### src/rtl/hex_scan_controller_pkg.sv
// Shared constants for the 4-digit hex display: digit geometry and segment codes.
// Segment codes are packed {a,b,c,d,e,f,g}, active-high.
package hex_scan_controller_pkg;

    localparam int NUM_DIGITS = 4;
    localparam int NIBBLE_W   = 4;
    localparam int SEG_W      = 7;

    typedef logic [1:0]          digit_t;
    typedef logic [NIBBLE_W-1:0] nibble_t;
    typedef logic [SEG_W-1:0]    seg_t;

    localparam seg_t SEG_0   = 7'h7E;
    localparam seg_t SEG_1   = 7'h30;
    localparam seg_t SEG_2   = 7'h6D;
    localparam seg_t SEG_3   = 7'h79;
    localparam seg_t SEG_4   = 7'h33;
    localparam seg_t SEG_5   = 7'h5B;
    localparam seg_t SEG_6   = 7'h5F;
    localparam seg_t SEG_7   = 7'h70;
    localparam seg_t SEG_8   = 7'h7F;
    localparam seg_t SEG_9   = 7'h7B;
    localparam seg_t SEG_A   = 7'h77;
    localparam seg_t SEG_B   = 7'h1F;
    localparam seg_t SEG_C   = 7'h4E;
    localparam seg_t SEG_D   = 7'h3D;
    localparam seg_t SEG_E   = 7'h4F;
    localparam seg_t SEG_F   = 7'h47;
    localparam seg_t SEG_OFF = 7'h00;

endpackage

### src/rtl/hex_scan_controller_decoder.sv
// Combinational hex nibble to 7-segment decoder; also used by the legacy display driver.
module hex_seg_decoder
    import hex_scan_controller_pkg::*;
(
    input  logic [NIBBLE_W-1:0] nibble,
    output logic [SEG_W-1:0]    segments
);

    always_comb begin
        segments = SEG_OFF;
        unique case (nibble)
            4'h0: segments = SEG_0;
            4'h1: segments = SEG_1;
            4'h2: segments = SEG_2;
            4'h3: segments = SEG_3;
            4'h4: segments = SEG_4;
            4'h5: segments = SEG_5;
            4'h6: segments = SEG_6;
            4'h7: segments = SEG_7;
            4'h8: segments = SEG_8;
            4'h9: segments = SEG_9;
            4'hA: segments = SEG_A;
            4'hB: segments = SEG_B;
            4'hC: segments = SEG_C;
            4'hD: segments = SEG_D;
            4'hE: segments = SEG_E;
            4'hF: segments = SEG_F;
        endcase
    end

endmodule

### src/rtl/hex_scan_controller.sv
// 4-digit 7-segment scan controller: anode multiplexing, frame-synchronous double
// buffering, brightness PWM, blanking, leading-zero suppression and blink.
module hex_scan_controller
    import hex_scan_controller_pkg::*;
#(
    parameter int SCAN_DIV     = 65536,
    parameter int BLINK_FRAMES = 32
) (
    input  logic                  clk,
    input  logic                  rst_n,
    input  logic [15:0]           data_in,
    input  logic                  data_valid,
    output logic                  data_ready,
    input  logic [3:0]            brightness,
    input  logic [NUM_DIGITS-1:0] blank_mask,
    input  logic                  lz_suppress,
    input  logic                  blink_en,
    output logic [NUM_DIGITS-1:0] anodes,
    output logic [SEG_W-1:0]      segments,
    output logic                  frame_done
);

    localparam int SLOT_W  = $clog2(SCAN_DIV);
    localparam int FRAME_W = (BLINK_FRAMES > 1) ? $clog2(BLINK_FRAMES) : 1;

    localparam logic [SLOT_W-1:0]  SLOT_LAST  = SLOT_W'(SCAN_DIV - 1);
    localparam logic [SLOT_W-1:0]  SLOT_ONE   = SLOT_W'(1);
    localparam logic [FRAME_W-1:0] FRAME_LAST = FRAME_W'(BLINK_FRAMES - 1);
    localparam logic [FRAME_W-1:0] FRAME_ONE  = FRAME_W'(1);
    localparam digit_t             DIGIT_LAST = 2'd3;
    localparam digit_t             DIGIT_ONE  = 2'd1;

    logic [SLOT_W-1:0]     slot_cnt;
    digit_t                digit;
    logic [15:0]           active;
    logic [15:0]           pending;
    logic                  pending_valid;
    logic [FRAME_W-1:0]    frame_cnt;
    logic                  blink_phase;

    logic                  slot_tc;
    logic                  frame_bound;
    logic                  xfer;
    logic [NUM_DIGITS-1:0] lz_off;
    nibble_t               cur_nibble;
    seg_t                  cur_seg;
    logic                  lit;

    assign slot_tc     = (slot_cnt == SLOT_LAST);
    assign frame_bound = slot_tc && (digit == DIGIT_LAST);
    assign data_ready  = !pending_valid;
    assign xfer        = data_valid && !pending_valid;

    assign cur_nibble  = active[{digit, 2'b00} +: NIBBLE_W];

    // Digit 0 is never suppressed so an all-zero value still shows "0".
    always_comb begin
        lz_off    = '0;
        lz_off[3] = lz_suppress && (active[15:12] == 4'h0);
        lz_off[2] = lz_suppress && (active[15:8]  == 8'h00);
        lz_off[1] = lz_suppress && (active[15:4]  == 12'h000);
    end

    assign lit = !blank_mask[digit]
              && (slot_cnt[3:0] < brightness)
              && !(blink_en && blink_phase)
              && !lz_off[digit];

    hex_seg_decoder u_seg_decoder (
        .nibble   (cur_nibble),
        .segments (cur_seg)
    );

    always_ff @(posedge clk or negedge rst_n) begin
        if (!rst_n) begin
            slot_cnt <= '0;
            digit    <= '0;
        end else begin
            slot_cnt <= slot_cnt + SLOT_ONE;
            if (slot_tc) begin
                digit <= digit + DIGIT_ONE;
            end
        end
    end

    // Pending is only written while empty, so it cannot collide with the frame swap.
    always_ff @(posedge clk or negedge rst_n) begin
        if (!rst_n) begin
            pending       <= '0;
            pending_valid <= 1'b0;
            active        <= '0;
        end else if (frame_bound && pending_valid) begin
            active        <= pending;
            pending_valid <= 1'b0;
        end else if (xfer) begin
            pending       <= data_in;
            pending_valid <= 1'b1;
        end
    end

    always_ff @(posedge clk or negedge rst_n) begin
        if (!rst_n) begin
            frame_cnt   <= '0;
            blink_phase <= 1'b0;
        end else if (frame_bound) begin
            if (frame_cnt == FRAME_LAST) begin
                frame_cnt   <= '0;
                blink_phase <= !blink_phase;
            end else begin
                frame_cnt <= frame_cnt + FRAME_ONE;
            end
        end
    end

    always_ff @(posedge clk or negedge rst_n) begin
        if (!rst_n) begin
            anodes     <= '0;
            segments   <= SEG_OFF;
            frame_done <= 1'b0;
        end else begin
            anodes     <= lit ? (4'b0001 << digit) : '0;
            segments   <= lit ? cur_seg : SEG_OFF;
            frame_done <= frame_bound;
        end
    end

endmodule

### config.mk
export PLATFORM = sky130hd
export DESIGN_NAME = hex_scan_controller
export DESIGN_NICKNAME = d
export VERILOG_FILES = /design/src/rtl/hex_scan_controller_pkg.sv /design/src/rtl/hex_scan_controller_decoder.sv /design/src/rtl/hex_scan_controller.sv
export SDC_FILE = /design/constraint.sdc
export NUM_CORES = 1
export LEC_CHECK = 0
export ABC_AREA = 1
export CAP_MARGIN = 20
export CORE_MARGIN = 3
export CORE_UTILIZATION = 40
export CTS_BUF_LIST = sky130_fd_sc_hd__clkbuf_4
export CTS_CLUSTER_DIAMETER = 200
export DETAILED_ROUTE_END_ITERATION = 6
export GPL_TIMING_DRIVEN = 0
export PLACE_DENSITY_LB_ADDON = 0.08
export SLEW_MARGIN = 20
export SYNTH_ARGS = -nofsm -noshare
export SYNTH_HDL_FRONTEND = slang
export SYNTH_HIERARCHICAL = 1
export SYNTH_SLANG_ARGS = --single-unit
### constraint.sdc
create_clock -name clk -period 2.05 [get_ports clk]
set_input_delay 0.615 -clock clk [delete_from_list [all_inputs] [get_ports clk]]
set_output_delay 0.615 -clock clk [all_outputs]
set_load 0.02 [all_outputs]
==> flow_metrics.py, run 1 <==
metrics = {
    "run_status": {
        "status": "completed",
    },
    "setup_path": {
        "worstPathArrival_ns": 1.33,
        "reg2reg_depth": 11,
        "regToRegStartpoint": "digit[0]",
        "critical_path.endpoint": "anodes[3]",
        "max_stage_delay_ns": 0.59,
        "crit_path_max_fanout": 1,
        "r2r_setup_slack_ns": 0.17,
        "path_buf_inv": 1,
        "cp.required_ns": 1.43,
        "cp_cell_sequence": "clkdlybuf4s50_1",
        "cp-start-kind": "register",
        "slowest_stage": "clkdlybuf4s50_1",
        "timing.critical_path.from": "anodes[3]",
        "cp_top_family": "buffers and inverters",
        "critPathKind": "register to output port",
        "worstReg2RegEnd": "segments[3]",
        "end_kind": "output port",
        "crit_cells": 1,
    },
    "pwr": {
        "power.total_mw": 2.71,
        "comb_power_share_pct": 6.1,
        "internal_power_mw": 2.13,
        "p_seq_share_pct": 52.6,
        "ir_drop_mv": 0.458,
        "switching_share_pct": 21.4,
        "pwr_density_cell_nw_per_um2": 631,
        "p_sw_mw": 0.580,
        "leakagePower_nw": 2.19,
        "clock_power_share_pct": 41.4,
    },
    "grt": {
        "grt-ovfl-total": 0,
        "grt_pass1_vias": 2575,
        "antenna_found_initial": 0,
        "grt_usage_pct": 14.7,
        "grt_max_degree": 50,
        "grt_first_pass_wirelength_mm": 11.8,
    },
    "final_layout": {
        "mostFrequentLayoutCells": "nand2_1 (102), dfrtp_1 (67), inv_1 (45)",
        "drive_gt1_share_pct": 15.6,
        "diodes": 0,
        "seqCellArea_um2": 1730,
        "multi_input_area_um2": 1510,
        "nets": 496,
        "nFillCells": 840,
        "syn_to_final_growth_pct": 23.0,
        "layout_commonest_cell": "nand2_1",
    },
    "synth": {
        "avgSynthCellArea_um2": 8.90,
        "synth.cell_area_um2": 3500,
        "synth_cells": 393,
        "yosysTopAreaCell": "dfrtp_1",
        "ys_seq_area_share_pct": 49.4,
        "synth.distinct_cells": 28,
        "synth_area_leaders": "dfrtp_1 (49%), nand2_1 (11%), ha_1 (6.1%)",
        "yosysWarnings": 6,
        "ys_seq_elements": 69,
        "yosysTopAreaCellShare_pct": 49.4,
        "syn-num-nets": 439,
    },
    "clock_tree": {
        "cts_tree": "done",
        "htree_levels": 3,
        "cts_root_buffer": "clkbuf_4",
        "clock-sinks": 69,
        "clk_latency_ns": 0.41,
        "cts_made_buffers": 9,
        "holdBufCountCts": 0,
        "clk_path_buf_depth": 2,
        "clk_pin_slew_worst_paths_ns": 0.11,
    },
    "sta": {
        "relSlewSlack_pct": 64.6,
        "tightest_slew_ns": 0.528,
        "finalSetupTns_ns": 0,
        "slew_violations": 0,
        "rsz0062_at_grt": "false",
        "fin_skew_ns": 0.0206,
        "fin_crit_ns": 1.94,
        "max_freq_mhz": 515,
        "hold_viol": 0,
        "period_share_pct": 94.7,
        "finalSetupViolCount": 0,
    },
    "routing": {
        "dr.pass1.iters": 7,
        "vias": 2621,
        "antenna_left": 0,
        "viasPerCell": 4.68,
        "routed_wl_mm": 6.68,
        "drt_iter0_drc": 73,
        "drc": 0,
        "wire_per_inst_um": 11.9,
    },
    "floorplanning": {
        "die_h_um": 99.5,
        "die-area_um2": 9900,
        "start_util_pct": 41.9,
        "core_area_um2": 8340,
        "ios": 42,
        "die_w_um": 99.5,
        "rows": 33,
    },
    "placement": {
        "port_buffers": 41,
        "dp_hpwl_mm": 4.78,
        "place.gp.congestion": 0.836,
    },
    "min_path": {
        "min_path_type": "input port to asynchronous set/reset pin",
    },
    "flow_run": {
        "maxCapViolCount": 0,
    },
}
-- kinds of logic after synthesis --
kind of cell | share of synthesized area (%)
and+or+nand+nor | 24.3
DFF | 49.4
buffers and inverters | 7.73
AOI/OAI and AO/OA | 3.79
adders and majority gates | 6.08
muxes | 5.15
xor gates and xnor gates | 3.51
-- cell type report --
class,count,area share [%]
buffer,12,1.95
tap,105,3.05
timing repair buffer,46,10.7
clock buffer,10,1.75
clock inverter,6,2.59
sequential,69,40.2
inverter,52,4.62
multi-input combinational,260,35.1
-- metrics by stage --
step	utilization (%)	hold WS (ns)	worst slack [ns]	instances	instance area (um^2)
after detailed placement	48.7	0.463	-0.201	540	4060
after CTS	51.2	0.0655	0.00915	557	4270
after global placement	48.4	0.459	-2.09	539	4040
final	51.6	0.0830	0.110	560	4300
after global routing	51.6	0.0774	0.00144	560	4300
after floorplan	-	0.319	0.158	393	3500
-- synth_stat cells (all sizes together) --
library cell,instances
o22ai,2
xor2,10
clkinv,1
a21oi,5
o21ai,19
nand3,17
mux2,16
or2,1
nand4,20
nor3,3
nor2,37
xnor2,4
ha,17
clkbuf,3
inv,51
nand2,108
dfrtp,69
buf,9
and3,1
-- worst reg2reg max path: stages, from the launching register on --
cell	delay [ns]
dfrtp_2	0.43
clkbuf_4	0.22
o21ai_1	0.11
o22ai_2	0.27
inv_2	0.10
ha_1	0.30
nand2_1	0.06
o21ai_1	0.11
nand2_1	0.06
nand2_1	0.06
inv_1	0.03
nor2_1	0.08
-- how the worst min path moves through the flow --
stage	cells past startpoint	end	slack, ns
global placement	2	active[2]	0.46
detailed placement	2	active[7]	0.46
floorplan	0	active[0]	0.32
global route	1	slot_cnt[7]	0.08
CTS	1	slot_cnt[6]	0.07
finish	1	slot_cnt[6]	0.08
-- sequential cells by signal, indices dropped and copies added, names as in the netlist --
name and count:
active 16, anodes 4, blink_phase 1, digit 2, frame_cnt 5, frame_done 1, pending 16, pending_valid 1
segments 7, slot_cnt 16
-- power groups by stage --
stage          Sequential (mW)  Combinational (mW)  Clock, mW
5_1_grt                   1.43               0.183       1.22
4_1_cts                   1.43               0.170       1.17
3_5_place_dp              1.45               0.169          0
6_report                  1.43               0.164       1.12
3_3_place_gp              1.45               0.161          0
2_1_floorplan             1.46              0.0471          0
-- repair_timing --
action / in CTS / in global routing
endpoints found under the setup margin: 8 / 8
pin swaps: 1 / 1
setup buffers: 1 / 3
gates resized for setup: 6 / 14
-- routing by layer --
layer	wire, um	global-route usage [%]	part of all wire [%]	vias to the layer above
met2	2910	21.6	44	46
li1	-	-	-	1361
met3	242	3.16	3.6	9
met5	0	0	0	-
met4	123	7.04	1.8	0
met1	3400	20.7	51	1205
(Power assumes the default switching activity.)
==> run 2: changes to the inputs <==
- CORE_ASPECT_RATIO: default -> 1.2
- PLACE_DENSITY_LB_ADDON: 0.08 -> default
- SETUP_SLACK_MARGIN: default -> 0.2
==> run 2 against run 1 <==
Total power down 1.0%. Via count up 0.65%. Worst setup slack better by 0.15 ns. Critical path depth up 2. Combinational power about the same. Register-to-register slack better by 0.15 ns. Clock power about the same. Non-clock buffer count up 4. Worst hold slack better by 0.059 ns. Routed wire length down 0.61%. Final cell count up 2.3%. Die area about the same. Largest cell class unchanged. Highest routed layer unchanged.
==> flow_metrics.py, run 2 (synthesis gave the netlist of run 1 again) <==
metrics = {
    "final_layout": {
        "seqCellArea_um2": 1730,
        "drive_gt1_share_pct": 19.6,
        "multi_input_area_um2": 1570,
        "layout_commonest_cell": "nand2_1",
        "fin_util_pct": 52.7,
        "nets": 500,
        "mostFrequentLayoutCells": "nand2_1 (100), dfrtp_1 (67), inv_1 (45)",
        "diodes": 0,
        "syn_to_final_growth_pct": 25.7,
        "largestRegisters": "active: 16 flops, pending: 16 flops, slot_cnt: 16 flops",
        "nFillCells": 790,
    },
    "setup_path": {
        "cp.required_ns": 1.43,
        "critPathKind": "register to output port",
        "r2r_setup_slack_ns": 0.32,
        "regToRegStartpoint": "digit[0]",
        "worstPathArrival_ns": 1.17,
        "end_kind": "output port",
        "cp-start-kind": "register",
        "worstReg2RegEnd": "segments[1]",
        "reg2reg_depth": 12,
        "crit_path_max_fanout": 10,
    },
    "clock_tree": {
        "htree_levels": 3,
        "cts_root_buffer": "clkbuf_4",
        "holdBufCountCts": 0,
        "clk_latency_ns": 0.40,
        "cts_tree": "done",
        "clk_pin_slew_worst_paths_ns": 0.11,
        "clock-sinks": 69,
        "cts_made_buffers": 9,
        "clk_path_buf_depth": 2,
    },
    "pwr": {
        "leakagePower_nw": 2.26,
        "ir_drop_mv": 0.407,
        "pwr_density_cell_nw_per_um2": 612,
    },
    "floorplanning": {
        "die_w_um": 91.3,
        "die_h_um": 108,
        "start_util_pct": 42.0,
        "rows": 36,
        "core_area_um2": 8330,
        "die-area_um2": 9900,
        "ios": 42,
    },
    "grt": {
        "antenna_found_initial": 0,
        "grt_pass1_vias": 2548,
        "grt_first_pass_wirelength_mm": 11.2,
        "grt_usage_pct": 14.1,
        "grt-ovfl-total": 0,
        "grt_max_degree": 39,
    },
    "flow_run": {
        "maxCapViolCount": 0,
    },
    "run_status": {
        "status": "completed",
    },
    "sta": {
        "max_freq_mhz": 559,
        "relSlewSlack_pct": 68.5,
        "fin_ws_ns": 0.262,
        "tightest_slew_ns": 0.473,
        "period_share_pct": 87.2,
        "slew_violations": 0,
        "rsz0062_at_grt": "true",
        "hold_viol": 0,
        "finalSetupViolCount": 0,
        "fin_skew_ns": 0.0141,
        "fin_crit_ns": 1.79,
    },
    "min_path": {
        "min_path_type": "input port to asynchronous set/reset pin",
    },
    "routing": {
        "antenna_left": 0,
        "wire_per_inst_um": 11.6,
        "dr.pass1.iters": 4,
        "vias": 2638,
        "viasPerCell": 4.60,
        "drt_iter0_drc": 64,
        "drc": 0,
        "routed_wl_mm": 6.64,
    },
    "placement": {
        "preCtsSetupSlack_ns": -0.171,
        "place.gp.congestion": 0.848,
        "dp_hpwl_mm": 4.78,
        "port_buffers": 41,
    },
}
[run 2: cell types whose count changed in the layout (fill, tap and decap cells not counted), moves of 3 or more]
cell	change
buf_6	+4
dlygate4sd2_1	+12
clkinv_2	+3
nor2_2	+6
o21ai_2	+4
clkdlybuf4s50_1	-12
nor2_1	-7
[run 2: through the flow]
| step | area [um^2] | power [mW] | setup TNS [ns] | instances | hold WS, ns |
|---|---|---|---|---|---|
| after global routing | 4390 | 2.80 | 0 | 573 | 0.141 |
| after floorplan | 3510 | 1.50 | 0 | 393 | 0.319 |
| after detailed placement | 4080 | 1.62 | -1.65 | 549 | 0.459 |
| after global placement | 4060 | 1.61 | -141.14 | 548 | 0.460 |
| after CTS | 4280 | 2.72 | 0 | 568 | 0.128 |
| final | 4390 | 2.69 | 0 | 573 | 0.142 |
[run 2: power breakdown]
group          total (mW)  switching [mW]  internal [mW]
logic               0.165          0.0697         0.0952
registers            1.43          0.0204           1.40
clock network        1.10           0.484          0.613
total                2.69           0.574           2.11
[run 2: what timing repair did]
item	CTS	global route
endpoints found under the setup margin	20	12
pin swaps	2	7
cloned	0	2
setup buffers	3	3
gates resized for setup	22	35
[run 2: final cells by class]
class	instances	area share, %
flip-flops and latches	69	39.4
multi-input cells	260	35.8
repair buffers	50	10.8
inverters	52	4.53
well taps	114	3.25
clock inverters	7	2.59
plain buffers	12	2.14
clock buffers	9	1.54
[run 2: worst max-delay path by stage]
stage | slack, ns | to | from
floorplan | 0.24 | segments[3] | digit[0]
global placement | -2.03 | segments[3] | rst_n
detailed placement | -0.17 | segments[1] | brightness[3]
CTS | 0.07 | data_ready | pending_valid
global route | 0.18 | segments[3] | digit[0]
finish | 0.26 | data_ready | pending_valid
[run 2: per-layer routing]
metal | track usage, % | vias to the layer above | wire length (um)
li1 | - | 1371 | -
met1 | 17.5 | 1212 | 3110
met2 | 23.5 | 46 | 3160
met3 | 3.62 | 9 | 257
met4 | 5.82 | 0 | 104
met5 | 0 | - | 0
[run 2: critical path, cell delays in order, from the launching register on]
cell and delay [ns]:
dfrtp_1 0.38, buf_4 0.17, inv_1 0.10, buf_6 0.13
==> run 3: changes to the inputs <==
- REMOVE_ABC_BUFFERS: default -> 1
==> run 3 against run 2 <==
Worst hold slack lost 0.050 ns. Largest cell class unchanged. Via count barely moved. Count of clock-buffer cells in the layout unchanged. Routed wire length increased by 4.8%. Highest routed layer unchanged. Critical path depth increased by 9. Sequential share of layout area increased by 0.71 points. Clock skew rose by 0.0036 ns. Register-to-register slack got worse by 0.04 ns. Die area is the same.
==> flow_metrics.py, run 3 (synthesis gave the netlist of run 1 again) <==
metrics = {
    "sta": {
        "max_freq_mhz": 567,
        "fin_crit_ns": 1.77,
        "finalSetupTns_ns": 0,
        "hold_viol": 0,
        "period_share_pct": 86.1,
        "hold_ws_ns": 0.0928,
        "fin_skew_ns": 0.0177,
        "relSlewSlack_pct": 74.5,
        "rsz0062_at_grt": "true",
        "fin_ws_ns": 0.285,
        "finalSetupViolCount": 0,
        "slew_violations": 0,
        "tightest_slew_ns": 0.383,
    },
    "placement": {
        "place.gp.congestion": 0.877,
        "placed_area_um2": 3990,
        "dp_hpwl_mm": 4.61,
        "preCtsSetupSlack_ns": -0.412,
        "dp_cells": 537,
        "port_buffers": 41,
    },
    "clock_tree": {
        "holdBufCountCts": 0,
        "htree_levels": 3,
        "clk_pin_slew_worst_paths_ns": 0.13,
        "clock-sinks": 69,
        "cts_made_buffers": 9,
        "cts_root_buffer": "clkbuf_4",
        "clk_latency_ns": 0.42,
        "clk_path_buf_depth": 2,
        "cts_tree": "done",
    },
    "grt": {
        "grt_first_pass_wirelength_mm": 10.9,
        "grt-ovfl-total": 0,
        "grt_max_degree": 42,
        "antenna_found_initial": 0,
        "grt_pass1_vias": 2387,
        "grt_usage_pct": 13.8,
    },
    "routing": {
        "drt_iter0_drc": 105,
        "routed_wl_mm": 6.96,
        "antenna_left": 0,
        "vias": 2640,
        "viasPerCell": 4.63,
        "dr.pass1.iters": 4,
        "drc": 0,
        "wire_per_inst_um": 12.2,
    },
    "final_layout": {
        "layout_commonest_cell": "nand2_1",
        "final_cell_area_um2": 4320,
        "largestRegisters": "active: 16 flops, pending: 16 flops, slot_cnt: 16 flops",
        "drive_gt1_share_pct": 18.6,
        "nFillCells": 811,
        "mostFrequentLayoutCells": "nand2_1 (101), dfrtp_1 (66), inv_1 (44)",
        "seqCellArea_um2": 1730,
        "syn_to_final_growth_pct": 23.5,
        "diodes": 0,
        "finalNonFillerCells": 570,
        "nets": 497,
        "multi_input_area_um2": 1610,
    },
    "setup_path": {
        "crit_path_frequent_cell": "nand2_1",
        "worstPathArrival_ns": 2.11,
        "reg2reg_depth": 12,
        "worstReg2RegEnd": "segments[1]",
        "slowest_stage": "dfrtp_2",
        "critical_path.endpoint": "segments[1]",
        "r2r_setup_slack_ns": 0.28,
        "end_kind": "register",
        "regToRegStartpoint": "digit[0]",
        "critPathKind": "register to register",
        "cp.required_ns": 2.40,
        "cp_cell_sequence": "inv_6 > o21ai_0 > o22ai_2 > buf_4 > ha_1 > inv_1 > nand2_1 > nand2_1 > nand2_1 > nand2_1 > inv_1 > nor2_1",
        "crit_path_max_fanout": 13,
        "max_stage_delay_ns": 0.48,
        "cp-start-kind": "register",
        "timing.critical_path.from": "digit[0]",
    },
    "pwr": {
        "p_sw_mw": 0.602,
        "leakagePower_nw": 2.20,
        "ir_drop_mv": 0.307,
        "clock_power_share_pct": 32.5,
        "p_seq_share_pct": 60.7,
        "switching_share_pct": 25.6,
        "comb_power_share_pct": 6.8,
        "internal_power_mw": 1.75,
        "pwr_density_cell_nw_per_um2": 544,
    },
    "run_status": {
        "status": "completed",
    },
    "floorplanning": {
        "rows": 36,
        "ios": 42,
        "start_util_pct": 42.0,
        "core_area_um2": 8330,
        "die_w_um": 91.3,
        "die_h_um": 108,
        "die-area_um2": 9900,
    },
    "min_path": {
        "min_path_type": "input port to asynchronous set/reset pin",
    },
    "flow_run": {
        "maxCapViolCount": 0,
    },
}
-- run 3: changes by cell type in the layout (fill, tap and decap cells not counted), sizes merged --
cell / previous run / this run
nand2: 108 / 109
bufinv: 3 / 0
nand3: 17 / 18
clkbuf: 12 / 10
dlymetal6s2s: 0 / 1
nor2: 37 / 39
clkinvlp: 0 / 3
buf: 20 / 15
clkdlybuf4s50: 27 / 26
-- run 3: final cells by class --
type | count | share of cell area, %
Clock buffer | 9 | 1.56
Sequential cell | 69 | 40.1
Multi-Input combinational cell | 264 | 37.3
Clock inverter | 7 | 1.22
Tap cell | 114 | 3.30
Inverter | 52 | 4.67
Timing Repair Buffer | 55 | 11.9
-- run 3: stage by stage --
step,utilization [%],total power [mW]
after CTS,50.0,2.37
after detailed placement,47.9,1.62
after floorplan,-,1.50
after global routing,51.8,2.46
after global placement,47.7,1.61
final,51.8,2.35
-- run 3: worst min-delay path by stage --
stage            endpoint  depth (start not counted)
2_1_floorplan   active[0]                          0
3_3_place_gp    active[2]                          2
3_5_place_dp    active[6]                          2
4_1_cts        active[14]                          1
5_1_grt        active[14]                          1
6_report       active[14]                          1
-- run 3: per-layer routing --
layer / vias to the layer above / share of wire (%) / track usage (%) / routed length [um]
li1: 1370 / - / - / -
met1: 1216 / 48 / 17.4 / 3310
met2: 44 / 47 / 22.9 / 3260
met3: 10 / 3.7 / 2.99 / 260
met4: 0 / 1.7 / 5.82 / 121
met5: - / 0 / 0 / 0
-- run 3: repair_timing --
item                       CTS  global route
gates resized for setup     25            22
cloned                       0             4
pin swaps                    3             8
setup endpoints to repair   48            34
buffers inserted             6             7
-- run 3: power by group through the flow --
| stage | registers, mW | logic (mW) | clock network, mW |
|---|---|---|---|
| 5_1_grt | 1.43 | 0.179 | 0.855 |
| 3_5_place_dp | 1.45 | 0.166 | 0 |
| 6_report | 1.42 | 0.160 | 0.762 |
| 2_1_floorplan | 1.46 | 0.0453 | 0 |
| 4_1_cts | 1.42 | 0.161 | 0.789 |
| 3_3_place_gp | 1.45 | 0.160 | 0 |
-- run 3: critical path, delay by kind of cell, from the launching register on --
family	cells	cell delay, ns
fa+ha+maj	1	0.20
buf+inv	4	0.33
simple gates	5	0.35
compound gates	2	0.34
flops	1	0.48
